<file path="config.mk">
export PLATFORM = sky130hd
export DESIGN_NAME = feature_stream_reader
export DESIGN_NICKNAME = d
export VERILOG_FILES = /design/src/rtl/mfcc_pkg.sv /design/src/rtl/feature_skid_fifo.sv /design/src/rtl/feature_stream_reader.sv
export SDC_FILE = /design/constraint.sdc
export NUM_CORES = 1
export LEC_CHECK = 0
export CAP_MARGIN = 40
export CORE_MARGIN = 2
export CORE_UTILIZATION = 31
export DETAILED_ROUTE_END_ITERATION = 8
export HOLD_SLACK_MARGIN = 0.15
export SLEW_MARGIN = 5
export SYNTH_ARGS = -nofsm -noshare
export SYNTH_HDL_FRONTEND = slang
export SYNTH_SLANG_ARGS = --single-unit
</file>
<file path="constraint.sdc">
create_clock -name clk -period 7 [get_ports clk]
set_input_delay 0.7 -clock clk [delete_from_list [all_inputs] [get_ports clk]]
set_output_delay 0.7 -clock clk [all_outputs]
set_load 0.02 [all_outputs]
</file>
<file path="src/rtl/mfcc_pkg.sv">
// mfcc_pkg
// Constants and state encoding shared by the MFCC feature-memory readers
// and writers.
//   ADDR_WIDTH_14   : feature memory address width, {frame[6:0], col[6:0]}
//   DATA_WIDTH      : feature word width (IEEE-754 single)
//   FEAT_GROUPS     : static, delta, delta-2nd
//   EDGE_FRAMES_DEF : frames dropped at each utterance end (delta-2nd undefined)
package mfcc_pkg;

    localparam int ADDR_WIDTH_14   = 14;
    localparam int DATA_WIDTH      = 32;
    localparam int FEAT_GROUPS     = 3;
    localparam int EDGE_FRAMES_DEF = 4;
    localparam int FRAME_WIDTH     = 7;
    localparam int COL_WIDTH       = 7;

    typedef enum logic [1:0] {
        ST_IDLE  = 2'd0,
        ST_RUN   = 2'd1,
        ST_DRAIN = 2'd2,
        ST_DONE  = 2'd3
    } rd_state_t;

endpackage

</file>
<file path="src/rtl/feature_skid_fifo.sv">
// feature_skid_fifo
// Two-entry FIFO used as the output buffer of a valid/ready stream.
// A push and a pop in the same cycle are accepted even when full, because
// the pop frees the slot the push writes into.
//   clk, rst   : clock, asynchronous active-high reset
//   push       : write push_data (dropped only if full and not popping)
//   push_data  : entry to write
//   pop        : remove the head entry (ignored when empty)
//   pop_data   : current head entry
//   full/empty : occupancy flags
module feature_skid_fifo #(
    parameter int WIDTH = 34
) (
    input  logic             clk,
    input  logic             rst,
    input  logic             push,
    input  logic [WIDTH-1:0] push_data,
    input  logic             pop,
    output logic [WIDTH-1:0] pop_data,
    output logic             full,
    output logic             empty
);

    logic [WIDTH-1:0] mem_reg [2];
    logic             wr_ptr_reg;
    logic             rd_ptr_reg;
    logic [1:0]       count_reg;
    logic             do_push;
    logic             do_pop;

    assign full     = (count_reg == 2'd2);
    assign empty    = (count_reg == 2'd0);
    assign do_pop   = pop && !empty;
    assign do_push  = push && (!full || do_pop);
    assign pop_data = mem_reg[rd_ptr_reg];

    for (genvar gi = 0; gi < 2; gi++) begin : g_entry
        always_ff @(posedge clk or posedge rst) begin
            if (rst) begin
                mem_reg[gi] <= '0;
            end else if (do_push && (wr_ptr_reg == 1'(gi))) begin
                mem_reg[gi] <= push_data;
            end
        end
    end

    always_ff @(posedge clk or posedge rst) begin
        if (rst) begin
            wr_ptr_reg <= 1'b0;
            rd_ptr_reg <= 1'b0;
            count_reg  <= 2'd0;
        end else begin
            if (do_push) begin
                wr_ptr_reg <= ~wr_ptr_reg;
            end
            if (do_pop) begin
                rd_ptr_reg <= ~rd_ptr_reg;
            end
            case ({do_push, do_pop})
                2'b10:   count_reg <= count_reg + 2'd1;
                2'b01:   count_reg <= count_reg - 2'd1;
                default: count_reg <= count_reg;
            endcase
        end
    end

endmodule

</file>
<file path="src/rtl/feature_stream_reader.sv">
// feature_stream_reader
// Drains the finished MFCC feature memory as a valid/ready word stream.
// Frames EDGE_FRAMES .. frame_num-1-EDGE_FRAMES are read in frame-major
// order; per frame the static, delta and delta-2nd groups of cep_num
// words each are emitted, group g occupying columns g*(cep_num+1)+c.
//   clk, rst        : clock, asynchronous active-high reset
//   start           : one-cycle pulse, begin readout (ignored unless idle)
//   frame_num       : frames in the utterance
//   cep_num         : coefficients per group (1..41)
//   mem_rd_en/addr  : feature memory read port, data returns next cycle
//   mem_rd_data     : read data
//   out_data/valid  : stream word, held until out_ready
//   out_ready       : sink acceptance
//   out_last_vec    : last word of a frame vector
//   out_last_frame  : last word of the stream
//   busy            : readout in progress
//   done            : one-cycle completion pulse
module feature_stream_reader
    import mfcc_pkg::*;
#(
    parameter int EDGE_FRAMES = EDGE_FRAMES_DEF
) (
    input  logic                     clk,
    input  logic                     rst,
    input  logic                     start,
    input  logic [6:0]               frame_num,
    input  logic [6:0]               cep_num,
    output logic                     mem_rd_en,
    output logic [ADDR_WIDTH_14-1:0] mem_rd_addr,
    input  logic [DATA_WIDTH-1:0]    mem_rd_data,
    output logic [DATA_WIDTH-1:0]    out_data,
    output logic                     out_valid,
    input  logic                     out_ready,
    output logic                     out_last_vec,
    output logic                     out_last_frame,
    output logic                     busy,
    output logic                     done
);

    localparam logic [6:0] EDGE_7     = 7'(EDGE_FRAMES);
    localparam logic [6:0] MIN_FRAMES = 7'(2 * EDGE_FRAMES + 1);
    localparam logic [1:0] LAST_GROUP = 2'(FEAT_GROUPS - 1);

    rd_state_t              state_reg;
    logic [FRAME_WIDTH-1:0] frame_reg;
    logic [FRAME_WIDTH-1:0] last_frame_reg;
    logic [COL_WIDTH-1:0]   col_reg;
    logic [6:0]             c_reg;
    logic [1:0]             g_reg;
    logic [6:0]             cep_reg;
    logic                   inflight_reg;
    logic                   inflight_vec_reg;
    logic                   inflight_frm_reg;

    logic                   fifo_full;
    logic                   fifo_empty;
    logic [DATA_WIDTH+1:0]  fifo_head;
    logic                   pop;
    logic [1:0]             occ;
    logic [1:0]             occ_after;
    logic                   rd_en;
    logic                   last_c;
    logic                   last_g;
    logic                   last_f;
    logic                   empty_range;

    assign last_c      = (c_reg == cep_reg - 7'd1);
    assign last_g      = (g_reg == LAST_GROUP);
    assign last_f      = (frame_reg == last_frame_reg);
    assign empty_range = (frame_num < MIN_FRAMES) || (cep_num == 7'd0);

    // Occupancy counted after this cycle's pop, so a word leaving the FIFO
    // makes room for a new read in the same cycle: this is what sustains
    // one word per cycle with out_ready held high. The FIFO plus the single
    // read in flight can never exceed its two entries.
    assign pop       = out_valid && out_ready;
    assign occ       = fifo_full ? 2'd2 : (fifo_empty ? 2'd0 : 2'd1);
    assign occ_after = occ - {1'b0, pop} + {1'b0, inflight_reg};
    assign rd_en     = (state_reg == ST_RUN) && (occ_after < 2'd2);

    assign mem_rd_en   = rd_en;
    assign mem_rd_addr = {frame_reg, col_reg};

    always_ff @(posedge clk or posedge rst) begin
        if (rst) begin
            state_reg        <= ST_IDLE;
            frame_reg        <= '0;
            last_frame_reg   <= '0;
            col_reg          <= '0;
            c_reg            <= '0;
            g_reg            <= '0;
            cep_reg          <= '0;
            inflight_reg     <= 1'b0;
            inflight_vec_reg <= 1'b0;
            inflight_frm_reg <= 1'b0;
        end else begin
            // Last-word flags are decided at issue time and ride with the
            // returning data into the FIFO.
            inflight_reg     <= rd_en;
            inflight_vec_reg <= rd_en && last_c && last_g;
            inflight_frm_reg <= rd_en && last_c && last_g && last_f;

            unique case (state_reg)
                ST_IDLE: begin
                    if (start) begin
                        cep_reg        <= cep_num;
                        last_frame_reg <= frame_num - EDGE_7 - 7'd1;
                        frame_reg      <= EDGE_7;
                        col_reg        <= '0;
                        c_reg          <= '0;
                        g_reg          <= '0;
                        state_reg      <= empty_range ? ST_DONE : ST_RUN;
                    end
                end
                ST_RUN: begin
                    if (rd_en) begin
                        if (last_c) begin
                            c_reg <= '0;
                            if (last_g) begin
                                g_reg   <= '0;
                                col_reg <= '0;
                                if (last_f) begin
                                    state_reg <= ST_DRAIN;
                                end else begin
                                    frame_reg <= frame_reg + 7'd1;
                                end
                            end else begin
                                // Skip the unused column between groups:
                                // next base is this base + cep_num + 1.
                                g_reg   <= g_reg + 2'd1;
                                col_reg <= col_reg + 7'd2;
                            end
                        end else begin
                            c_reg   <= c_reg + 7'd1;
                            col_reg <= col_reg + 7'd1;
                        end
                    end
                end
                ST_DRAIN: begin
                    // Leave as the final word is accepted so done follows
                    // it by exactly one cycle.
                    if (!inflight_reg && (fifo_empty || (!fifo_full && pop))) begin
                        state_reg <= ST_DONE;
                    end
                end
                ST_DONE: begin
                    state_reg <= ST_IDLE;
                end
                default: begin
                    state_reg <= ST_IDLE;
                end
            endcase
        end
    end

    feature_skid_fifo #(
        .WIDTH(DATA_WIDTH + 2)
    ) u_fifo (
        .clk      (clk),
        .rst      (rst),
        .push     (inflight_reg),
        .push_data({inflight_frm_reg, inflight_vec_reg, mem_rd_data}),
        .pop      (pop),
        .pop_data (fifo_head),
        .full     (fifo_full),
        .empty    (fifo_empty)
    );

    assign out_valid      = !fifo_empty;
    assign out_data       = fifo_head[DATA_WIDTH-1:0];
    assign out_last_vec   = fifo_head[DATA_WIDTH] && out_valid;
    assign out_last_frame = fifo_head[DATA_WIDTH+1] && out_valid;
    assign busy           = (state_reg == ST_RUN) || (state_reg == ST_DRAIN);
    assign done           = (state_reg == ST_DONE);

endmodule
</file>
### Yosys cells after proc, flatten, opt, wreduce, memory -nomap -nowiden

Index checks and enable logic that the tools add are counted.

| cells by class | value |
|---|---|
| $add $sub $neg | 12 |
| order comparisons | 3 |
| eq/ne operators | 16 |
| multiplexer cells | 33 |
| bitwise logic cells | 3 |
| reduce and logical (&&, ||, !) cells | 30 |

Operator list:

| cell | number |
|---|---|
| 2-to-1 mux 34 bit | 3 |
| 2-to-1 mux 7 bit | 11 |
| one-hot mux 7 bit (2 select lines) | 3 |
| 2-to-1 mux 2 bit | 12 |
| adder 7 x 1 -> 7 bit, second input constant | 3 |
| == test 7 bit | 2 |
| inequality test 2 bit, second input constant | 7 |
| subtractor 7 x 1 -> 7 bit, second input constant | 2 |
| logical AND 1 bit | 13 |
| AND reduction 6 bit | 2 |
| == test 2 bit, second input constant | 5 |
| one-hot mux 2 bit (2 select lines) | 2 |
| one-hot mux 2 bit (4 select lines) | 1 |
| adder 7 x 2 -> 7 bit, second input constant | 1 |
| zero test 7 bit | 1 |
| < comparator 7 x 4 -> 1 bit, second input constant | 1 |
| subtractor 7 x 3 -> 7 bit, second input constant | 1 |
| adder 2 x 1 -> 2 bit, second input constant | 2 |
| == test 2 x 1 -> 1 bit, second input constant | 2 |
| zero test 2 bit | 2 |
| logical OR 1 bit | 4 |
| AND reduction 4 bit | 1 |
| nonzero test 2 bit | 2 |
| zero test 1 bit | 3 |
| other kinds (10) | 11 |

| word-level totals | value |
|---|---|
| register bits after elaboration | 114 |
| output and inout port bits | 52 |
| word-level logic and storage cells | 112 |

### Longest topological paths before layout

| logic depth | value |
|---|---|
| word-level depth | 10 |
| depth in mapped cells | 11 |
| depth with buffers taken out | 9 |

### Modules after synthesis

A second synthesis with hierarchy kept.

| unflattened totals | value |
|---|---|
| cell total of the unflattened synthesis | 512 |
| area total of the unflattened synthesis | 5973.2 um2 |

By module, submodules not included:

| module | instances | cells each | area an instance (um2) | sequential area each (um2) |
|---|---|---|---|---|
| feature_skid_fifo | 1 | 200 | 3170.5 | 1801.7 |
| feature_stream_reader | 1 | 312 | 2802.7 | 1051.0 |

### Least setup slack after synthesis

OpenSTA, ideal clock, no wires.

| path | value |
|---|---|
| path kind | flip-flop to flip-flop |
| from | register cep_reg[0] |
| to | register frame_reg[3] |
| setup time | 0.139 ns |
| arrival time | 2.554 ns |
| slack | 4.307 ns |
| stages on the path, launching flop included | 11 |
| clock period less this slack | 2.693 ns |
| cells stage by stage | dfrtp_1 -> clkbuf_1 -> inv_1 -> ha_1 -> or3b_1 -> a211oi_2 -> o211ai_2 -> or4_4 -> buf_6 -> a221oi_2 -> o41ai_2 |

| between the ends | value |
|---|---|
| longest elaborated chain between the ends | 4 |

Ends and longest elaborated chain:

| item | RTL line | source |
|---|---|---|
| start, declared | feature_stream_reader.sv:50 | `logic [6:0] cep_reg;` |
| start signal, assigned | feature_stream_reader.sv:106 | `cep_reg <= cep_num;` |
| subtractor 7 x 1 -> 7 bit | feature_stream_reader.sv:67 | `assign last_c = (c_reg == cep_reg - 7'd1);` |
| == test 7 bit | feature_stream_reader.sv:67 |  |
| inequality test 2 bit (no source line) | -- |  |
| AND reduction 6 bit (no source line) | -- |  |
| end signal, assigned | feature_stream_reader.sv:125 | `frame_reg <= frame_reg + 7'd1;` |
| end, declared | feature_stream_reader.sv:45 | `logic [FRAME_WIDTH-1:0] frame_reg;` |

Every way passes these cells.
A chain may end at the register's enable or synchronous reset.

### Final worst setup path

| path | value |
|---|---|
| from | input port out_ready |
| to | output port mem_rd_en |

| between the ends | value |
|---|---|
| longest elaborated chain between the ends | 5 |

Ends and longest elaborated chain:

| item | RTL line | source |
|---|---|---|
| start, declared | feature_stream_reader.sv:33 | `input logic out_ready,` |
| logical AND 1 bit | feature_stream_reader.sv:76 | `assign pop = out_valid && out_ready;` |
| subtractor 2 x 1 -> 2 bit | feature_stream_reader.sv:78 | `assign occ_after = occ - {1'b0, pop} + {1'b0, inflight_reg};` |
| adder 2 x 1 -> 2 bit | feature_stream_reader.sv:78 |  |
| < comparator 2 bit | feature_stream_reader.sv:79 | `assign rd_en = (state_reg == ST_RUN) && (occ_after < 2'd2);` |
| logical AND 1 bit | feature_stream_reader.sv:79 |  |
| end, declared | feature_stream_reader.sv:28 | `output logic mem_rd_en,` |

Every way passes these cells.

==> results.json <==
{
  "path_class": "input pin to output port",
  "die_area_sq_um": 19900,
  "yosys-top-cells-area": "dfrtp_1, mux2_2, ha_1",
  "crit_required_ns": 6.30,
  "syn_area_sq_um": 5840,
  "grt_setup_unrepaired": "no",
  "start_kind": "input pin",
  "cts_buffers": 17,
  "initial_core_util": 0.314,
  "drc_errors": 0,
  "reg2reg_depth": 9,
  "dpl.hpwl_microns": 10000,
  "fmax_ghz": 0.271,
  "final_hold_viol_count": 0,
  "synthArstFlopShare": 1.00,
  "fin_crit_ns": 3.69,
  "grt_antenna_before_repair": 0,
  "critPathMaxFanout": 7,
  "netlist_instances": 501,
  "slew_viol_final": 0,
  "vdd_drop_max_mv": 0.252,
  "drtAntennaViolNets": 0,
  "maxSlewHeadroom": 0.432,
  "cts_tree": "done",
  "grt_usage": 0.145,
  "grt_pass1_wl_microns": 23000,
  "hold_path_depth": 1,
  "drtIter0Drc": 207,
  "vias": 4325,
  "cap_violations": 0,
  "cts_setup_buffers": 0,
  "die_h_microns": 141,
  "worstSkewPairLatency_ns": 0.41,
  "hold_class": "flip-flop to flip-flop",
  "cts_resized": 0,
  "drive_above_1_share": 0.252,
  "ys_types": 57,
  "via_per_inst": 5.06,
  "seqCellArea_sq_um": 2850,
  "synth-main-ff-cell": "dfrtp_1",
  "synth_seq_cells": 114,
  "synthToLayoutAreaGrowth_pct": 33.2,
  "avgRoutedWirePerCell_microns": 16.5,
  "fin_crit_sh": 0.527,
  "nFillCells": 1732,
  "synth_warnings": 0,
  "nNetsFinal": 669,
  "fin_skew_ns": 0.00796,
  "cp-end-kind": "output port",
  "total_power_uw": 3730,
  "multi_input_area_sq_um": 2830,
  "timing.setup.tns_ns": 0,
  "grt_max_degree": 63,
  "yosysMostFrequentCell": "dfrtp_1",
  "status": "finished, final reports clean",
  "setup_violations": 0,
  "hold_buffers": 0,
  "core-area_sq_um": 18600,
  "diodes": 0,
  "numPortBuffers": 101,
  "syn_nets": 563,
  "dr.pass1.iters": 4,
  "synthTopCellsByCount": "dfrtp_1, mux2_2, o21ai_0",
  "worstMarginPinSlew_ns": 0.849,
  "grt_pass1_vias": 4506,
  "die_w_microns": 141,
  "path_clk_slew_ns": 0.06,
  "h-tree-depth": 4,
  "overflow": 0,
  "yosys.area.top_type": "dfrtp_1",
  "rows": 50,
  "clock_tree.root_cell": "clkbuf_16",
  "arrival_ns": 2.99,
  "power_leakage_uw": 0.00327,
  "largest_reg_flops": 68,
  "clockBufferDepth": 2,
  "drt-total-wl_microns": 14100,
  "syn-mean-instance-area_sq_um": 11.7,
  "synth-seq-area-share": 0.489,
  "synth_top_cell_area_share": 0.489,
  "io_pins": 102,
  "synth-edff-count": 0,
  "power.density_nw_per_um2": 480,
  "clock-sinks": 114,
  "gp_congestion": 0.781
}
-- worst max-delay path, cell delays in order --
cell	delay [ns]
clkdlybuf4s50_1	0.53
nor2b_1	0.17
ha_1	0.23
nand2b_1	0.14
xnor3_1	0.36
nand2_1	0.12
inv_1	0.12
clkdlybuf4s50_1	0.61
-- metrics by stage --
stage / cell area, sq um / utilization / instances / setup WS, ns / hold WS [ns]
after floorplan: 5840 / - / 501 / 3.28 / 0.464
after global placement: 7090 / 0.381 / 819 / 3.34 / 0.480
after detailed placement: 7140 / 0.384 / 821 / 3.31 / 0.488
after CTS: 7770 / 0.418 / 853 / 3.29 / 0.500
after global routing: 7770 / 0.418 / 854 / 3.09 / 0.512
final: 7770 / 0.418 / 854 / 3.31 / 0.499
-- final cells by class --
cell class,count,area share
multi-input cells,348,0.364
well taps,234,0.0377
clock inverters,13,0.0224
flip-flops and latches,114,0.367
clock buffers,19,0.0583
inverters,17,0.00853
repair buffers,109,0.143
-- cell usage in the layout (no fill, tap or decap), types with 3 or more instances in the layout --
cell / synthesis / layout
dfrtp_1: 114 / 114
mux2_2: 108 / 108
clkdlybuf4s50_1: 0 / 101
o21ai_0: 25 / 25
nand2_1: 24 / 24
nor2_1: 21 / 20
xnor2_1: 17 / 17
nand3_1: 17 / 17
clkbuf_16: 0 / 17
inv_1: 17 / 16
nor3_1: 13 / 13
ha_1: 12 / 12
nor2b_1: 10 / 10
a21oi_1: 10 / 10
xor2_1: 9 / 9
and3_1: 8 / 8
mux2i_1: 6 / 6
nand4_1: 5 / 5
a31oi_1: 5 / 5
buf_4: 0 / 5
o22ai_1: 4 / 4
inv_6: 0 / 4
nand2b_1: 3 / 3
o211ai_1: 3 / 3
or3_1: 3 / 3
o311ai_0: 3 / 3
or4_1: 3 / 3
and2_1: 3 / 3
a22o_1: 3 / 3
bufinv_16: 0 / 3
clkinvlp_4: 0 / 3
clkinv_4: 0 / 3
-- kinds of logic after synthesis --
family / synth area share
AND/OR/NAND/NOR: 0.106
XOR/XNOR: 0.0429
multiplexers: 0.219
adder cells (fa/ha/maj): 0.0257
AO/OA/AOI/OAI: 0.0900
flip-flops: 0.489
buffers and inverters: 0.0281
-- where the power goes --
group          internal (uW)  total [uW]  switching (uW)
Clock                    584         913             329
Sequential               933        1130             193
Combinational            863        1690             826
-- per-layer routing --
layer  vias up  GRT usage  share of wire
met5         -          0              0
met4         0     0.0553          0.019
met3        24     0.0346          0.061
met2       135      0.242           0.48
met1      2131      0.183           0.44
li1       2035          -              -
-- worst paths after layout --
kind / start / endpoint / slack [ns]
worst max-delay path: out_ready / mem_rd_en / 3.31
worst min-delay path: u_fifo.mem_reg[31]$_DFFE_PP0P_ / u_fifo.mem_reg[31]$_DFFE_PP0P_ / 0.50
worst max register to register: u_fifo.count_reg[0]$_DFFE_PP0P_ / col_reg[4]$_DFFE_PP0P_ / 3.86
worst min register to register: u_fifo.mem_reg[31]$_DFFE_PP0P_ / u_fifo.mem_reg[31]$_DFFE_PP0P_ / 0.50
max in group asynchronous: rst / frame_reg[1]$_DFFE_PP0P_ / 5.34
min in group asynchronous: rst / u_fifo.mem_reg[10]$_DFFE_PP0P_ / 0.63
(Power assumes the default switching activity.)
